File: src/rtl/riscv_pkg.sv
// Shared types and constants for the Mini-RISC-V core.
// Holds the fetch FSM state type, the canonical NOP and the PC step.
package riscv_pkg;

   typedef enum logic [1:0] {
      IDLE,
      WAIT,
      DROP
   } fetch_state_t;

   localparam logic [31:0] NOP_INST = 32'h0000_0013;
   localparam logic [31:0] PC_INC   = 32'd4;

endpackage

File: src/rtl/fetch_stage.sv
// Instruction fetch stage with IF/ID register and one-entry hold buffer.
// Ports: clock/reset, hz/redirect(_pc) from decode, imem req/ready/
// rvalid/rdata handshake, IF_ID_valid/pc/inst towards decode.
module fetch_stage
   import riscv_pkg::*;
#(
   parameter logic [31:0] RESET_PC = 32'h0000_0000
) (
   input  logic        clock,
   input  logic        reset,
   input  logic        hz,
   input  logic        redirect,
   input  logic [31:0] redirect_pc,
   output logic        imem_req,
   output logic [31:0] imem_addr,
   input  logic        imem_ready,
   input  logic        imem_rvalid,
   input  logic [31:0] imem_rdata,
   output logic        IF_ID_valid,
   output logic [31:0] IF_ID_pc,
   output logic [31:0] IF_ID_inst
);

   fetch_state_t state;
   fetch_state_t state_nxt;

   logic [31:0] fetch_pc;
   logic [31:0] req_pc;
   logic        hold_valid;
   logic [31:0] hold_pc;
   logic [31:0] hold_inst;

   logic rsp_live;
   logic rsp_drop;
   logic accept;

   // A response only matters in WAIT; in DROP it is stale.
   assign rsp_live = (state == WAIT) && imem_rvalid;
   assign rsp_drop = (state == DROP) && imem_rvalid;

   // Issue only once the slot frees up, so at most one is in flight
   // and the hold buffer can never be overrun.
   assign imem_req = !reset && !redirect && !hold_valid &&
                     ((state == IDLE) ||
                      (rsp_live && !hz) ||
                      rsp_drop);

   assign accept    = imem_req && imem_ready;
   assign imem_addr = fetch_pc;

   always_comb begin
      state_nxt = state;
      unique case (state)
         IDLE: begin
            if (accept) state_nxt = WAIT;
         end
         WAIT, DROP: begin
            if (imem_rvalid)
               state_nxt = accept ? WAIT : IDLE;
            else if (redirect)
               state_nxt = DROP;
         end
         default: state_nxt = IDLE;
      endcase
   end

   always_ff @(posedge clock) begin
      if (reset) begin
         state <= IDLE;
      end else begin
         state <= state_nxt;
      end
   end

   always_ff @(posedge clock) begin
      if (reset) begin
         fetch_pc <= RESET_PC;
         req_pc   <= 32'd0;
      end else begin
         if (accept)
            req_pc <= fetch_pc;
         if (redirect)
            fetch_pc <= redirect_pc;
         else if (accept)
            fetch_pc <= fetch_pc + PC_INC;
      end
   end

   always_ff @(posedge clock) begin
      if (reset) begin
         hold_valid  <= 1'b0;
         hold_pc     <= 32'd0;
         hold_inst   <= NOP_INST;
         IF_ID_valid <= 1'b0;
         IF_ID_pc    <= 32'd0;
         IF_ID_inst  <= NOP_INST;
      end else if (redirect) begin
         hold_valid  <= 1'b0;
         IF_ID_valid <= 1'b0;
      end else if (hz) begin
         if (rsp_live) begin
            hold_valid <= 1'b1;
            hold_pc    <= req_pc;
            hold_inst  <= imem_rdata;
         end
      end else if (hold_valid) begin
         hold_valid  <= 1'b0;
         IF_ID_valid <= 1'b1;
         IF_ID_pc    <= hold_pc;
         IF_ID_inst  <= hold_inst;
      end else if (rsp_live) begin
         IF_ID_valid <= 1'b1;
         IF_ID_pc    <= req_pc;
         IF_ID_inst  <= imem_rdata;
      end else begin
         IF_ID_valid <= 1'b0;
      end
   end

endmodule

File: config.mk
export PLATFORM = sky130hd
export DESIGN_NAME = fetch_stage
export DESIGN_NICKNAME = d
export VERILOG_FILES = /design/src/rtl/riscv_pkg.sv /design/src/rtl/fetch_stage.sv
export SDC_FILE = /design/constraint.sdc
export NUM_CORES = 1
export LEC_CHECK = 0
export CORE_MARGIN = 2
export CORE_UTILIZATION = 52
export DETAILED_ROUTE_END_ITERATION = 6
export PLACE_DENSITY = 0.81
export SYNTH_ARGS = -nofsm -noshare
export SYNTH_HDL_FRONTEND = slang
export SYNTH_SLANG_ARGS = --single-unit
File: constraint.sdc
create_clock -name clock -period 2.7 [get_ports clock]
set_clock_uncertainty 0.05 [all_clocks]
set_input_delay 0.54 -clock clock [delete_from_list [all_inputs] [get_ports clock]]
set_output_delay 0.54 -clock clock [all_outputs]
set_load 0.02 [all_outputs]
# --- Word-level counts from Yosys, hierarchy flattened ---
# Index checks and enable logic that the tools add are counted.
totals:
  latch_bits: 0
  mem_bits_rw: 0
  wordCells: 51
  n_memories: 0
  ff_bits: 196
  rom_bits: 0
  output_inout_bits: 98
  inputBits: 70
classes:
  n_eq_ne: 4
  n_mux: 13
  multipliers: 0
  n_div: 0
  magnitude_cmp: 0
  shifts: 0
  n_addsub: 1
  bitwise: 2
  reduce_logical: 22
op_table:
  columns: ["op", "count"]
  rows:
  - ["32-bit 2-to-1 mux", 6]
  - ["32-bit by 3-bit adder with 32-bit output (second input constant)", 1]
  - ["1-bit logical AND", 7]
  - ["2-bit 2-to-1 mux", 3]
  - ["3-bit AND reduction", 2]
  - ["1-bit logical NOT", 4]
  - ["2-bit one-hot mux with 2 select lines", 1]
  - ["2-bit nonzero test", 2]
  - ["2-bit OR reduction", 2]
  - ["1-bit 2-to-1 mux", 3]
  - ["3-bit inequality test (second input constant)", 1]
  - ["3-bit OR reduction", 1]
  - ["2-bit by 1-bit == test with 1-bit output (second input constant)", 1]
  - ["2-bit == test (second input constant)", 1]
  - ["2-bit logical NOT", 1]
  - ["1-bit logical OR", 2]
  - ["2-bit inequality test (second input constant)", 1]
  - ["1-bit inverter", 2]
  - ["2-bit AND reduction", 1]

# --- Logic depth before layout (Yosys ltp) ---
depth:
  word_depth: 10
  ltp_mapped: 9

# --- Least setup slack after synthesis ---
# OpenSTA, ideal clock, no wires.
synth_timing:
  path_type: "input to output"
  start: "input port redirect"
  end: "output port imem_req"
  arrival_time_ps: 1738
  n_path_buf: 4
  cell_stages: 5
  setup_slack_ps: 372
  cell_sequence: "buf_2 > buf_2 > buf_2 > buf_1 > nor3_1"
synth_via:
  elab_chain_len: 4
synth_lines:
  columns: ["element", "line_no", "rtl"]
  rows:
  - ["start: declaration", "fetch_stage.sv:12", "input logic redirect,"]
  - ["1-bit logical NOT", "fetch_stage.sv:43", "assign imem_req = !reset && !redirect && !hold_valid &&"]
  - ["1-bit logical AND (3 in a row)", "fetch_stage.sv:43", null]
  - ["end: declaration", "fetch_stage.sv:14", "output logic imem_req,"]
# No other way between the ends.

# --- Final worst setup path ---
layout_timing:
  start: "register state[0]"
  end: "output port imem_req"
layout_via:
  elab_chain_len: 6
  word_cells_on_any_way: 9
  classes_between: "eq/ne (2); reduce/logical (7)"
layout_lines:
  columns: ["element", "line_no", "rtl"]
  rows:
  - ["start: declaration", "fetch_stage.sv:24", "fetch_state_t state;"]
  - ["start signal: assignment", "fetch_stage.sv:71", "state <= state_nxt;"]
  - ["2-bit by 1-bit == test with 1-bit output", "fetch_stage.sv:38", "assign rsp_live = (state == WAIT) && imem_rvalid;"]
  - ["1-bit logical AND", "fetch_stage.sv:38", null]
  - ["1-bit logical AND", "fetch_stage.sv:45", "(rsp_live && !hz) ||"]
  - ["1-bit logical OR", "fetch_stage.sv:44", "((state == IDLE) ||"]
  - ["1-bit logical OR *", "fetch_stage.sv:45", null]
  - ["1-bit logical AND *", "fetch_stage.sv:43", null]
# Mark *: on every way between the ends. The rest lies on a longest branch, timed or not.

==> summary.md <==
| Metric | Value |
|---|---|
| CP endpoint | `imem_req` |
| Share of post-route cells with drive strength above 1 | `7.16%` |
| TritonCTS buffer count | `17` |
| Fillers | `about 1300` |
| Final Hold Violating Endpoints | `0` |
| Initial antenna violation count | `0` |
| Syn_area_per_cell | `8.55 um^2` |
| Final-report setup violation count | `0` |
| DR iter-0 viols | `385` |
| Number of antenna repair diodes | `0` |
| Slowest library cell on the worst path | `dfxtp_1` |
| Power Density | `574 nW/um^2` |
| Routed vias | `7253` |
| Grt ovf | `0` |
| Total wire length | `20200 um` |
| Synth cell types | `62` |
| Pre-CTS setup slack | `-0.211 ns` |
| GRT Total Usage | `a little under a quarter` |
| Hold WC Path Type | `flip-flop to flip-flop` |
| Final period demand of the worst path | `approximately 2.5 ns` |
| Worst-Margin Slew | `1.15 ns` |
| VDD IR max | `0.471 mV` |
| Drt wl/cell | `15.1 um` |
| Outcome | `finished clean` |
| Most common cell after layout, fill and taps aside | `nand2_1` |
| Num rows | `46` |
| Prevailing post-synth register cell | `dfxtp_1` |
| Post-synth EDFFs | `0` |
| Clock sink count | `196` |
| Reg2Reg Setup Slack | `0.59 ns` |
| CP endpoint kind | `primary output` |
| Slowest stage delay, CP | `0.35 ns` |
| Final total power | `6.21 mW` |
| Largest net degree at the start of global routing | `76` |
| Setup crit start | `state[0]$_SDFFE_PP0P_` |
| Setup TNS | `0 ns` |
| #FFs+latches synth | `196` |
| RD Place Congestion | `0.890` |
| Cell Chain, Critical Path | `inv_1 -> ha_2 -> o21bai_2 -> a21o_1 -> nor3_2 -> buf_4 -> clkbuf_2` |
| Cells after Synth | `between 900 and 1000` |
| Switching Power | `between 1 and 1.5 mW` |
| Total nets after synthesis | `1047` |
| Crit path max fanout | `4` |
| Clk slew on worst S/H paths | `approximately 0.07 ns` |
| Die Y | `around 130 um` |
| Fmax | `399 MHz` |
| Design area | `10800 um^2` |
| Logic pwr share | `9.8%` |
| Net Sw Frac | `roughly 23%` |
| Final hold slack | `0.404 ns` |
| Synth area leaders | `dfxtp_1 (47%), nand2_1 (9.3%), mux2i_1 (8.2%)` |
| Netlist area before placement | `8310 um^2` |
| Clk network pwr share | `around 41%` |
| Crit Path Class | `flip-flop to primary output` |
| DRT Pass-1 Iters | `5` |
| Hold_buf cts | `0` |
| Clk buf depth | `2` |
| DRC | `0` |
| Vias in the first global route | `6364` |
| Die width | `130 um` |
| Via/cell ratio | `5.44` |
| Synth-to-layout area growth | `30.1%` |
| TritonCTS clock tree | `yes` |
| Register share of total power | `48.8%` |
| Worst skew pair latency | `0.43 ns` |
| Fin crit share | `92.7%` |
| PnR worst setup slack | `0.196 ns` |
| Worst EP arrival | `1.91 ns` |
| Reg2reg end | `imem_addr[13]$_SDFFE_PP0P_` |
| R2r worst-path depth | `8` |
| Die Area | `17000 um^2` |
| P_int | `4.77 mW` |
| Fin. max-slew vios | `0` |
| RR Startpoint | `state[0]$_SDFFE_PP0P_` |
| Root Buffer | `clkbuf_16` |
| Synth warn | `0` |
| Slew margin rel. | `23.3%` |
| Nets | `approximately 1200` |
| Max_cap viols | `0` |
| RSZ-0062 raised after global routing | `false` |
| Global-route wire length before repair | `between 30000 and 40000 um` |
| Sequential-to-total area share from yosys stat | `47.2%` |
| # IOs | `168` |
| Placed inst area | `just over 10000 um^2` |
| Post-synth ARST share | `0%` |
| H-tree levels | `4` |
| Core area | `about 16000 um^2` |
| CP required | `2.11 ns` |
| Pleak | `3.44 nW` |
| Hpwl dp | `13000 um` |
| Post-synth top area share | `47.2%` |
| Final ANT Viol Nets | `0` |
| Initial Utilization | `52.7%` |
| Port bufs | `167` |
| Most frequent cells in the layout | `nand2_1 (206), dfxtp_1 (195), clkdlybuf4s50_1 (165), a21oi_1 (109), nor2_1 (87)` |
| Startpoint class of the critical path | `flip-flop` |
| Most area-hungry cell type in the Yosys netlist | `dfxtp_1` |
[area by class of cell]
class | count | area (um^2) | area share [%]
Multi-Input combinational cell | 691 | 4040 | 37.4
Sequential cell | 196 | 3930 | 36.3
Timing Repair Buffer | 193 | 1950 | 18.0
Clock buffer | 21 | 472 | 4.36
Tap cell | 216 | 270 | 2.50
Clock inverter | 9 | 126 | 1.17
Inverter | 8 | 30.0 | 0.278
[through the flow]
stage	utilization [%]	cells
floorplan	-	972
finish	68.6	1334
global placement	64.8	1304
CTS	68.6	1334
detailed placement	64.8	1304
global route	68.6	1334
[routing by layer]
layer  global-route usage (%)  wire length, um  vias to the layer above  share of wire [%]
met5                        0                0                        -                  0
met4                     9.39              517                        0                2.6
met3                     4.72             1200                       35                5.9
met2                     35.7             9080                      233                 45
met1                     32.5             9410                     3322                 47
li1                         -                -                     3663                  -
[kinds of logic after synthesis]
family          after synthesis  synth area share, %
xor+xnor                     18                 1.90
mux                          69                 8.32
buf+inv                      85                 4.42
fa+ha+maj                     5                0.752
flops                       196                 47.2
simple gates                377                 20.6
compound gates              222                 16.8
[power by group through the flow]
stage,sequential (mW),combinational (mW),clock (mW)
floorplan,3.13,0.260,0
global placement,3.09,0.594,0
detailed placement,3.09,0.600,0
CTS,3.03,0.607,2.62
global route,3.03,0.652,2.75
finish,3.03,0.606,2.57
[Yosys cell counts, types with 8 or more instances]
library cell	instances
nand2_1	206
dfxtp_1	196
a21oi_1	109
nor2_1	88
a211oi_1	72
mux2i_1	68
clkbuf_1	40
buf_2	24
nand3_1	15
nand4_1	15
xor2_1	14
a31oi_1	10
buf_1	9
and2_1	8
[flip-flops by register name, summed over array words and instances, names as in the netlist]
| name | count |
|---|---|
| IF_ID_pc | 32 |
| IF_ID_valid | 1 |
| hold_inst | 32 |
| hold_pc | 32 |
| hold_valid | 1 |
| IF_ID_inst | 32 |
| state | 2 |
| req_pc | 32 |
| imem_addr | 32 |
[worst min-delay path by stage]
| stage | to | from | slack (ns) | depth (start not counted) |
|---|---|---|---|---|
| 6_report | hold_pc[0]$_SDFFE_PP0P_ | hold_pc[0]$_SDFFE_PP0P_ | 0.40 | 2 |
| 5_1_grt | hold_pc[30]$_SDFFE_PP0P_ | hold_pc[30]$_SDFFE_PP0P_ | 0.42 | 2 |
| 3_3_place_gp | hold_inst[28]$_SDFFE_PP0P_ | hold_inst[28]$_SDFFE_PP0P_ | 0.39 | 2 |
| 2_1_floorplan | hold_inst[10]$_SDFFE_PP0P_ | hold_inst[10]$_SDFFE_PP0P_ | 0.39 | 2 |
| 3_5_place_dp | hold_pc[11]$_SDFFE_PP0P_ | hold_pc[11]$_SDFFE_PP0P_ | 0.40 | 2 |
| 4_1_cts | hold_pc[2]$_SDFFE_PP0P_ | hold_pc[2]$_SDFFE_PP0P_ | 0.41 | 2 |
[what timing repair did]
action | in CTS | in global routing
endpoints found under the setup margin | 1 | 1
gates resized for setup | 5 | 2
pin swaps | 0 | 0
buffers inserted | 0 | 0
[critical path, delay by kind of cell, from the launching register on]
family                     cells  cell delay [ns]
and+or+nand+nor                1             0.16
buffers and inverters          3             0.43
DFF                            1             0.35
AOI/OAI and AO/OA              2             0.30
adders and majority gates      1             0.24
Note: power is estimated with default switching activity, not from simulation.
==> RTL edit (same flow settings) <==
The 3 states of `fetch_state_t` get a one-hot encoding in 3 bits.
--- a/src/rtl/riscv_pkg.sv
+++ b/src/rtl/riscv_pkg.sv
@@ -3,8 +3,8 @@
 package riscv_pkg;
 
-   typedef enum logic [1:0] {
-      IDLE,
-      WAIT,
-      DROP
+   typedef enum logic [2:0] {
+      IDLE = 3'b001,
+      WAIT = 3'b010,
+      DROP = 3'b100
    } fetch_state_t;
 
Behaviour: same outputs for any inputs over 4 cycles, from zero or initial values and one cycle with reset high; so few cycles prove little.
==> RTL edit against the original RTL <==
Core utilization up 0.67 points; power shrank 2.6%; worst setup slack lost 0.12 ns; synthesized area is 0.38% lower; design area up 0.61%; wire length increased by 0.42%; die area fell by 0.36%; sequential cell count up 1.
==> RTL edit: results (changes against the original RTL) <==
worst-margin pin slew=1.11 ns (was 1.15 ns); initial antenna violation count=0 (unchanged); FF-to-FF Start=imem_addr[4] (was state[0]); H-tree levels=4 (unchanged); first-pass GRT wire length=32,100 um (was 31,500 um); Root Driver=clkbuf_16 (unchanged); Chip Width=130 um (about the same); synth top area cells=dfxtp_1 (48%), nand2_1 (10%), mux2i_1 (8.0%), a21oi_1 (7.4%), a211oi_1 (5.8%) (was dfxtp_1 (47%), nand2_1 (9.3%), mux2i_1 (8.2%), a21oi_1 (6.6%), a211oi_1 (6.5%)); Leakage=0.00346 uW (was 0.00344 uW); Die ar.=17,000 um2 (about the same); ClkCell Share=5.68% (was 5.53%); worst-path maximum fanout=2 (was 4); largest net degree at the start of global routing=201 (was 76); GRT Overall Usage=23.6% (was 23.3%); #MultiIn Comb=701 (was 691); Non-clock buffer share=18.6% (was 18.0%); outcome=finished clean (unchanged); Register Area=3950 um2 (was 3930 um2); distinct cell type count after synthesis=56 (was 62); number of global-route vias before repair=6,587 (was 6,364); Placement Cell Area=10,300 um2 (was 10,200 um2); Hold Crit Class=flop to flop (unchanged); critical path arrival=2.03 ns (was 1.91 ns); CLK BUF=20 (was 21); Finished Layout Cells=1,354 (was 1,334); via count=7,450 (was 7,253); Synth top cells by count=nand2_1 (226), dfxtp_1 (197), a21oi_1 (122) (was nand2_1 (206), dfxtp_1 (196), a21oi_1 (109)); final net count=1,196 (was 1,182); initial DRC count=543 (was 385); Clock Power=2610 uW (was 2570 uW); syn_nets=1,056 (was 1,047); post-synthesis cell count=985 (was 972); switching power=1400 uW (was 1440 uW); worst vdd ir=505 uV (was 471 uV); Wirelength per Cell=15.0 um (was 15.1 um); Flop pwr share=49.6% (was 48.8%); bufs w/o clock=199 (was 193); Place WS=-0.159 ns (was -0.211 ns); Inverters excl. clock=9 (was 8); Pre-antenna DRT Iters=5 (unchanged); Final Util=69.3% (was 68.6%); clk_lat worst skew=0.43 ns (about the same); total internal power=4640 uW (was 4770 uW); Hold Startpoint=hold_pc[24] (was hold_pc[0]); post-synthesis async set-or-reset flop share=0% (unchanged); final RePlAce weighted congestion=0.852 (was 0.890); # clock sinks=197 (was 196); GRT Residual Overflow=0 (unchanged); Fill cells=1,232 (was 1,294); Worst Setup SP=hz (was state[0]); multi-input gate share of the layout cell area=36.7% (was 37.4%); Seq/Total Area, Yosys=47.6% (was 47.2%); dpl hpwl=13,200 um (was 13,000 um); share of post-route cells with drive strength above 1=7.21% (was 7.16%); placed insts=1,322 (was 1,304)
[RTL edit: changes by cell type after synthesis, moves of 8 or more]
| cell | unedited run | this run |
|---|---|---|
| a211oi_1 | 72 | 64 |
| a21oi_1 | 109 | 122 |
| buf_2 | 24 | 15 |
| clkbuf_1 | 40 | 53 |
| nand2_1 | 206 | 226 |
| nor2_1 | 88 | 76 |
| xor2_1 | 14 | 1 |
[RTL edit: final timing paths]
check             endpoint  slack, ns  cells past startpoint
max reg2reg  imem_addr[25]       0.53                      6
min            hold_pc[24]       0.40                      2
max               imem_req       0.08                      5
min reg2reg    hold_pc[24]       0.40                      2
[RTL edit: per-layer routing]
layer,vias to the layer above,wire [um],track usage [%]
li1,3740,-,-
met1,3434,9160,31.9
met2,249,9500,37.8
met3,27,1320,4.51
met4,0,301,8.41
met5,-,0,0
[RTL edit: worst max-delay path, cell delays in order]
cell	delay (ns)
clkdlybuf4s50_1	0.52
and4bb_1	0.22
a211o_1	0.31
and2_1	0.15
clkdlybuf4s15_1	0.28
[RTL edit: logic make-up (layout without fill, tap and decap cells)]
| kind of cell | count (synthesis) | after routing | synth area share, % |
|---|---|---|---|
| buffers and inverters | 87 | 240 | 4.44 |
| xor gates and xnor gates | 2 | 2 | 0.212 |
| DFF | 197 | 197 | 47.6 |
| muxes | 69 | 69 | 8.38 |
| and+or+nand+nor | 386 | 386 | 21.0 |
| adders and majority gates | 1 | 1 | 0.151 |
| AOI/OAI and AO/OA | 243 | 243 | 18.2 |
[RTL edit: repair_timing]
| item | 4_1_cts | 5_1_grt |
|---|---|---|
| setup endpoints to repair | 1 | 1 |
| gates resized for setup | 1 | 1 |
| hold buffers | 0 | 0 |
| pin swaps | 0 | 0 |
